File: src/rtl/ps_setpoint_collector_pkg.sv
// Shared definitions for the setpoint collector: status bit map, framing FSM
// encoding and the optional statistics field layout.
package ps_setpoint_collector_pkg;

  typedef enum logic [0:0] {
    STATE_COLLECT = 1'b0,
    STATE_DROP    = 1'b1
  } state_t;

  localparam int STATUS_SHORT_BIT = 0;
  localparam int STATUS_LONG_BIT  = 1;
  localparam int STATUS_HAVE_BIT  = 2;

  localparam int STATS_FIELD_LSB     = 16;
  localparam int STATS_FIELD_WIDTH   = 16;
  localparam int STATS_ERR_CNT_LSB   = 16;
  localparam int STATS_FRAME_CNT_LSB = 24;
  localparam int STATS_CNT_WIDTH     = 8;

  function automatic logic [STATS_CNT_WIDTH-1:0] sat_inc(input logic [STATS_CNT_WIDTH-1:0] v);
    return (v == {STATS_CNT_WIDTH{1'b1}}) ? v : v + STATS_CNT_WIDTH'(1);
  endfunction

endpackage

File: src/rtl/ps_setpoint_collector_bank_ram.sv
// Double-bank setpoint storage: simple dual-port RAM addressed as {bank, index},
// synchronous write and registered read port.
module psSetpointBankRam #(
  parameter int DATA_WIDTH = 32,
  parameter int ADDR_WIDTH = 6
) (
  input  logic                  clk,
  input  logic                  rst,
  input  logic                  wr_en,
  input  logic [ADDR_WIDTH-1:0] wr_addr,
  input  logic [DATA_WIDTH-1:0] wr_data,
  input  logic [ADDR_WIDTH-1:0] rd_addr,
  output logic [DATA_WIDTH-1:0] rd_data
);

  // Full power-of-two depth: {bank, index} leaves holes when the frame length
  // is not a power of two.
  logic [DATA_WIDTH-1:0] mem [2**ADDR_WIDTH];

  always_ff @(posedge clk) begin
    if (wr_en) begin
      mem[wr_addr] <= wr_data;
    end
  end

  always_ff @(posedge clk or posedge rst) begin
    if (rst) begin
      rd_data <= '0;
    end else begin
      rd_data <= mem[rd_addr];
    end
  end

endmodule

File: src/rtl/ps_setpoint_collector.sv
// Collects setpoint frames from the AXI stream into a double-buffered bank.
// Optional statistics counters in status[31:16]: PS_SETPOINT_COLLECTOR_STATS_EN.
//
// state         | meaning
// STATE_COLLECT | storing beats of the current frame into the write bank
// STATE_DROP    | frame overran RESULT_COUNT; discard beats until TLAST
module ps_setpoint_collector
  import ps_setpoint_collector_pkg::*;
#(
  parameter int RESULT_COUNT       = 24,
  parameter int FLOAT_WIDTH        = 32,
  parameter int DBUS_WIDTH         = 32,
  parameter int RESULT_COUNT_WIDTH = (RESULT_COUNT == 1) ? 1 : $clog2(RESULT_COUNT)
) (
  input  logic                          clk,
  input  logic                          rst,
  input  logic                          SETPOINT_TVALID,
  input  logic                          SETPOINT_TLAST,
  input  logic [FLOAT_WIDTH-1:0]        SETPOINT_TDATA,
  input  logic [RESULT_COUNT_WIDTH-1:0] readAddress,
  output logic [FLOAT_WIDTH-1:0]        readData,
  output logic                          frameToggle,
  input  logic                          statusClearStrobe,
  output logic [DBUS_WIDTH-1:0]         status
);

  localparam logic [RESULT_COUNT_WIDTH-1:0] LAST_INDEX = RESULT_COUNT_WIDTH'(RESULT_COUNT - 1);

  state_t                        state_q;
  state_t                        state_d;
  logic [RESULT_COUNT_WIDTH-1:0] wr_index_q;
  logic                          read_bank_q;
  logic                          frame_toggle_q;
  logic                          short_q;
  logic                          long_q;
  logic                          have_q;
  logic                          at_last;
  logic                          wr_en;
  logic                          commit;
  logic                          set_short;
  logic                          set_long;
  logic                          index_inc;
  logic                          index_clear;
  logic [STATS_FIELD_WIDTH-1:0]  stats_field;

  assign at_last = (wr_index_q == LAST_INDEX);

  always_ff @(posedge clk or posedge rst) begin
    if (rst) begin
      state_q <= STATE_COLLECT;
    end else begin
      state_q <= state_d;
    end
  end

  always_comb begin
    state_d = state_q;
    if (SETPOINT_TVALID) begin
      case (state_q)
        STATE_COLLECT: if (!SETPOINT_TLAST && at_last) state_d = STATE_DROP;
        STATE_DROP:    if (SETPOINT_TLAST) state_d = STATE_COLLECT;
        default:       state_d = STATE_COLLECT;
      endcase
    end
  end

  always_comb begin
    wr_en       = 1'b0;
    commit      = 1'b0;
    set_short   = 1'b0;
    set_long    = 1'b0;
    index_inc   = 1'b0;
    index_clear = 1'b0;
    if (SETPOINT_TVALID) begin
      case (state_q)
        STATE_COLLECT: begin
          if (SETPOINT_TLAST) begin
            index_clear = 1'b1;
            if (at_last) begin
              wr_en  = 1'b1;
              commit = 1'b1;
            end else begin
              set_short = 1'b1;
            end
          end else begin
            wr_en = 1'b1;
            if (at_last) begin
              set_long = 1'b1;
            end else begin
              index_inc = 1'b1;
            end
          end
        end
        STATE_DROP: index_clear = SETPOINT_TLAST;
        default:    index_clear = 1'b1;
      endcase
    end
  end

  // Set beats clear on the sticky error bits so a coincident error is never lost.
  always_ff @(posedge clk or posedge rst) begin
    if (rst) begin
      wr_index_q     <= '0;
      read_bank_q    <= 1'b0;
      frame_toggle_q <= 1'b0;
      short_q        <= 1'b0;
      long_q         <= 1'b0;
      have_q         <= 1'b0;
    end else begin
      if (index_clear) begin
        wr_index_q <= '0;
      end else if (index_inc) begin
        wr_index_q <= wr_index_q + RESULT_COUNT_WIDTH'(1);
      end
      if (commit) begin
        read_bank_q    <= ~read_bank_q;
        frame_toggle_q <= ~frame_toggle_q;
        have_q         <= 1'b1;
      end
      short_q <= set_short | (short_q & ~statusClearStrobe);
      long_q  <= set_long | (long_q & ~statusClearStrobe);
    end
  end

`ifdef PS_SETPOINT_COLLECTOR_STATS_EN
  logic [STATS_CNT_WIDTH-1:0] frame_cnt_q;
  logic [STATS_CNT_WIDTH-1:0] err_cnt_q;

  always_ff @(posedge clk or posedge rst) begin
    if (rst) begin
      frame_cnt_q <= '0;
      err_cnt_q   <= '0;
    end else begin
      if (commit) begin
        frame_cnt_q <= frame_cnt_q + STATS_CNT_WIDTH'(1);
      end
      if (set_short || set_long) begin
        err_cnt_q <= statusClearStrobe ? STATS_CNT_WIDTH'(1) : sat_inc(err_cnt_q);
      end else if (statusClearStrobe) begin
        err_cnt_q <= '0;
      end
    end
  end

  assign stats_field = {frame_cnt_q, err_cnt_q};
`else
  assign stats_field = '0;
`endif

  always_comb begin
    status                                         = '0;
    status[STATUS_SHORT_BIT]                       = short_q;
    status[STATUS_LONG_BIT]                        = long_q;
    status[STATUS_HAVE_BIT]                        = have_q;
    status[STATS_FIELD_LSB +: STATS_FIELD_WIDTH]   = stats_field;
  end

  assign frameToggle = frame_toggle_q;

  psSetpointBankRam #(
    .DATA_WIDTH (FLOAT_WIDTH),
    .ADDR_WIDTH (RESULT_COUNT_WIDTH + 1)
  ) u_bank_ram (
    .clk     (clk),
    .rst     (rst),
    .wr_en   (wr_en),
    .wr_addr ({~read_bank_q, wr_index_q}),
    .wr_data (SETPOINT_TDATA),
    .rd_addr ({read_bank_q, readAddress}),
    .rd_data (readData)
  );

endmodule
File: config.mk
export PLATFORM = sky130hd
export DESIGN_NAME = ps_setpoint_collector
export DESIGN_NICKNAME = d
export VERILOG_FILES = /design/src/rtl/ps_setpoint_collector_pkg.sv /design/src/rtl/ps_setpoint_collector_bank_ram.sv /design/src/rtl/ps_setpoint_collector.sv
export SDC_FILE = /design/constraint.sdc
export NUM_CORES = 2
export LEC_CHECK = 0
export CORE_MARGIN = 8
export CORE_UTILIZATION = 35
export DETAILED_ROUTE_END_ITERATION = 6
export GPL_TIMING_DRIVEN = 0
export PLACE_DENSITY_LB_ADDON = 0.1
export SYNTH_ARGS = -nofsm -noshare
export SYNTH_HDL_FRONTEND = slang
export SYNTH_HIERARCHICAL = 1
export SYNTH_SLANG_ARGS = --single-unit
File: constraint.sdc
create_clock -name clk -period 13.1 [get_ports clk]
set_clock_uncertainty 0.05 [all_clocks]
set_input_delay 2.62 -clock clk [delete_from_list [all_inputs] [get_ports clk]]
set_output_delay 2.62 -clock clk [all_outputs]
set_load 0.03 [all_outputs]
* Yosys cells after proc, flatten, opt, wreduce, memory -nomap -nowiden *
Memory sizes are Yosys's and may differ from the RTL's. A register that Yosys moved wholly into a read port is not among the register bits.
Index checks and enable logic that the tools add are counted.

storage, ports and cells
  RAM bits = 2,048
  register bits after elaboration = 11
  output and inout port bits = 65
  memories kept = 1
  logic and storage cells = 48
  input bits = 42

memories
  name            words  bits a word  rd ports  clocked after Yosys merged registers in  wr ports  RTL line                              source
  u_bank_ram.mem  64     32           1         1                                        1         ps_setpoint_collector_bank_ram.sv:18  logic [DATA_WIDTH-1:0] mem [2**ADDR_WIDTH];

operators by class
  bitwise gates (word level) = 8
  multiplexer cells = 27
  reductions and logical operators = 3
  add/sub/neg operators = 1
  equality and inequality tests = 1

operator list
  cell                   count
  $mux W1                23
  $mux W5                2
  $add A5 B1 Y5 const B  1
  $eq A5 B5 Y1 const B   1
  $not A1 Y1             4
  $pmux W1 S2            2
  $and A1 B1 Y1          2
  $or A1 B1 Y1           2
  $reduce_bool A2 Y1     1
  $logic_and A1 B1 Y1    1
  $logic_not A1 Y1       1

* Depth between registers and ports, before layout *
  depth in word-level cells = 7
  gate-level depth with buffers = 10
  gate-level depth less buffers = 6

* Modules after synthesis *
The synthesis kept the hierarchy.

by module, submodules not included
  module                 times used  cells an instance  area an instance (um^2)  seq. area each (um^2)
  psSetpointBankRam      1           3,512              78,963.2                 62,299.8
  ps_setpoint_collector  1           85                 769.5                    275.3

* Worst setup path after synthesis *
No wires, ideal clock.

  kind = in2reg
  start point = input port SETPOINT_TVALID
  end point = memory u_bank_ram.mem[48][0], enable pin
  slack = 6.927 ns
  stages on the path = 6
  path buffers = 1
  library setup time = 0.461 ns
  arrival time = 5.662 ns
  required time = 12.589 ns
  cell sequence = nand2b_1 -> buf_6 -> a21oi_1 -> nor2b_1 -> nand4b_1 -> nor3_1

between the ends
  cells in the longest elaborated chain, start to end = 3

ends and longest elaborated chain
  item                           RTL line                              source
  start: declaration             ps_setpoint_collector.sv:17           input logic SETPOINT_TVALID,
  $mux W1                        ps_setpoint_collector.sv:74           if (SETPOINT_TVALID) begin
  net wr_en                      ps_setpoint_collector.sv:38           logic wr_en;
  $mux W1                        ps_setpoint_collector_bank_ram.sv:21  if (wr_en) begin
  $mux W1 (not written as such)  ps_setpoint_collector_bank_ram.sv:22  mem[wr_addr] <= wr_data;
  end: declaration               ps_setpoint_collector_bank_ram.sv:18

The timed path passes the listed nets, and every way through them passes these cells.

==> run summary <==
Reg clk slew, reported paths -> 50 ps
Post-CTS sizing -> 0
First-pass GRT wire length -> 356.7 mm
Rows -> 175
CP Capture Type -> flip-flop
Compound-cell area share of the yosys netlist -> 0.02547
Synth Flop Type -> edfxtp_1
Hold Path Class -> reg2reg
Cell Area, Synth -> 79730 um2
CP Class -> in2reg
Sequential standard cell area -> 62580 um2
Post-synthesis instance total -> 3597
Seq cells post-synth -> 2091
CP Max Fanout -> 10
Post-synthesis simple-gate area fraction -> 0.02244
Combinational power share -> 0.058
Placed cell area -> 87210 um2
Synth Area in Adders -> 0.0001569
EDFF count, synth -> 2048
Ys Warns -> 6
Total internal power -> 0.01100 W
Die Span Y -> 493.3 um
Postcts setup bufs -> 0
Top cells by count, synth -> edfxtp_1 (2048), mux4_2 (450), mux2i_1 (131)
Crit path time final -> 6695 ps
Vias after detailed routing -> 40120
XOR/XNOR Fraction of Synth Area -> 0.0002197
Yosys top cell area share -> 0.7713
Num CTS Buffers -> 221
Least-Margin Pin Slew -> 1464 ps
Clock Path Buffers -> 3
Synth area leader -> edfxtp_1
Fin Setup TNS -> 0 ps
DR WL/cell -> 36.37 um
Sequential Power Share -> 0.521
Chip Width -> 493.3 um
Nets -> 4093
Worst Path Required -> 13810 ps
P_sw -> 0.003174 W
Post-CTS Hold Buffers -> 0
TritonCTS clock tree -> yes
Final slew viol count -> 0
GRT Total Usage -> 0.2128
Run status -> complete, no violations
Setup crit start kind -> input pin
Core area -> 226800 um2
RSZ-0062 raised after global routing -> no
Synth cell types -> 50
Most common cell in the netlist -> edfxtp_1
Clk pwr share -> 0.421
Via density -> 5.536
Die area -> 243300 um2
Mean Syn Cell Area -> 22.17 um2
Antenna violations before repair -> 21
Final cycle utilization of the critical path -> 0.5110
RD Place Congestion -> 0.7967
Largest family of logic cells by synthesized area -> multiplexers
Fmax achieved -> 149.4 MHz
Sw Share -> 0.2239
Top post-synthesis cells by area -> edfxtp_1 (77%), mux4_2 (13%), mux2i_1 (1.6%)
Placed insts -> 6836
Final Routed Wirelength -> 263.6 mm
DR DRC count -> 0
Reported leakage power -> 29.40 nW
Final setup violation count -> 0
Detailed router's first-iteration violation count -> 4643
Vias in the first global route -> 40410
Io pins -> 107
Largest net degree at the start of global routing -> 55
Multi-input gate area -> 16420 um2
Layout filler cell count -> 19980
Design area -> 94030 um2
Final Hold Vio Count -> 0
Power density cells -> 150.7 nW/um2
Port Buf Inserts -> 74
Fraction of layout cells with a size suffix above 1 -> 0.2734
# clock sinks -> 2091
Max-Cap Viols -> 0
Final cell count without fillers -> 7248
First drt pass iteration count -> 6
Asr flop ratio synth -> 0.02056
H-tree levels -> 4
Global route total overflow -> 0
Worst Path Arrival -> 7400 ps
CTS root buf -> clkbuf_16
Clock latency on the worst-skew pair -> 870 ps
Antenna Nets Post-Route -> 0
Slew headroom -> 0.02432
VDD IR-drop max -> 0.1242 mV
Hpwl dp -> 181.7 mm
Sequential element share of the synthesized area -> 0.7848
Mux cell area share after synthesis -> 0.1503
Area Growth Syn to Fin -> 17.93%
Initial core utilization -> 0.3515
kinds of logic (layout without fill, tap and decap cells):
logic type / Yosys count / in the layout
fa+ha+maj: 1 / 1
xor+xnor: 2 / 2
mux: 629 / 629
other cells: 1 / 36
simple gates: 361 / 361
buf+inv: 241 / 848
compound gates: 271 / 271
flops: 2091 / 2091
worst max-delay path, cell delays in order:
cell             delay [ps]
clkdlybuf4s50_1         790
clkbuf_1                760
nand2b_1                520
clkbuf_1               1010
o221ai_1                740
o22ai_1                 590
and3_1                  330
cells in the final DEF, fill, tap and decap left out, types with 8 or more instances in the layout:
master,synthesis,final
clkinv_2,0,33
a22oi_1,52,52
buf_6,3,13
nand4_1,48,48
nand3_1,66,66
buf_1,11,10
a211oi_1,14,14
clkbuf_1,99,166
dfrtp_1,43,43
o221ai_1,50,50
clkbuf_8,0,20
clkdlybuf4s50_1,0,42
a21oi_1,15,15
buf_4,57,57
nor2b_1,24,24
o22ai_1,70,70
and3_1,13,13
o21ai_0,10,10
nand2_1,73,73
a31oi_1,12,12
clkinv_1,0,36
nor3_1,10,8
nor2_1,90,27
mux2_2,48,48
buf_2,57,90
nand4b_1,8,8
mux4_2,450,450
o211a_1,8,8
mux2i_1,131,131
a221o_1,24,24
clkbuf_16,0,223
nor2_4,0,62
edfxtp_1,2048,2048
nand2b_1,12,12
buf_12,3,110
buf_16,0,10
conb_1,1,29
per-stage QoR:
step	worst slack (ps)	total power [W]	util	hold slack, ps
after floorplan	6927	0.007911	-	384.8
after global placement	2030	0.008345	0.3718	402.4
after detailed placement	5533	0.008359	0.3845	409.3
after CTS	6449	0.01432	0.4144	422.6
after global routing	6524	0.01457	0.4145	439.8
final	6405	0.01417	0.4145	419.0
final cells by class:
cell class / count / area share
clock inverter: 91 / 0.007199
sequential: 2091 / 0.6655
antenna: 7 / 0.0001863
timing repair buffer: 202 / 0.03324
multi-input combinational: 1293 / 0.1747
buffer: 235 / 0.01384
tap: 3009 / 0.04004
clock buffer: 314 / 0.06511
inverter: 6 / 0.0002395
metal layers:
| layer | wire length, um | vias to the layer above | share of wire | GRT usage |
|---|---|---|---|---|
| met5 | 41 | - | 0.00016 | 0 |
| met4 | 9280 | 6 | 0.035 | 0.06912 |
| met3 | 17150 | 337 | 0.065 | 0.03946 |
| met2 | 125000 | 1508 | 0.47 | 0.3433 |
| met1 | 112200 | 22100 | 0.43 | 0.2933 |
| li1 | - | 16170 | - | - |
final timing paths:
check                                         from                               end  slack, ps  cells past startpoint
max                                 readAddress[3]  u_bank_ram/rd_data[15]$_DFF_PP0_       6410                      7
min                        frameToggle$_DFFE_PP0P_           frameToggle$_DFFE_PP0P_        420                      1
max reg2reg                read_bank_q$_DFFE_PP0P_   u_bank_ram/rd_data[1]$_DFF_PP0_       8310                      6
min reg2reg                frameToggle$_DFFE_PP0P_           frameToggle$_DFFE_PP0P_        420                      1
max in group asynchronous                      rst  u_bank_ram/rd_data[18]$_DFF_PP0_      10500                      3
min in group asynchronous                      rst   u_bank_ram/rd_data[0]$_DFF_PP0_       1970                      2
registers in the layout (all words and copies together) (netlist names):
name	cells
state_q	1
short_q	1
u_bank_ram/mem	2048
wr_index_q	5
long_q	1
have_q	1
frameToggle	1
u_bank_ram/rd_data	32
read_bank_q	1
power by group through the flow:
stage	logic, W	clock network [W]	registers [W]
CTS	0.000831	0.00610	0.00739
global route	0.000853	0.00633	0.00739
global placement	0.000793	0	0.00755
finish	0.000819	0.00597	0.00739
detailed placement	0.000830	0	0.00753
floorplan	0.000359	0	0.00755
Note: power is estimated with default switching activity, not from simulation.
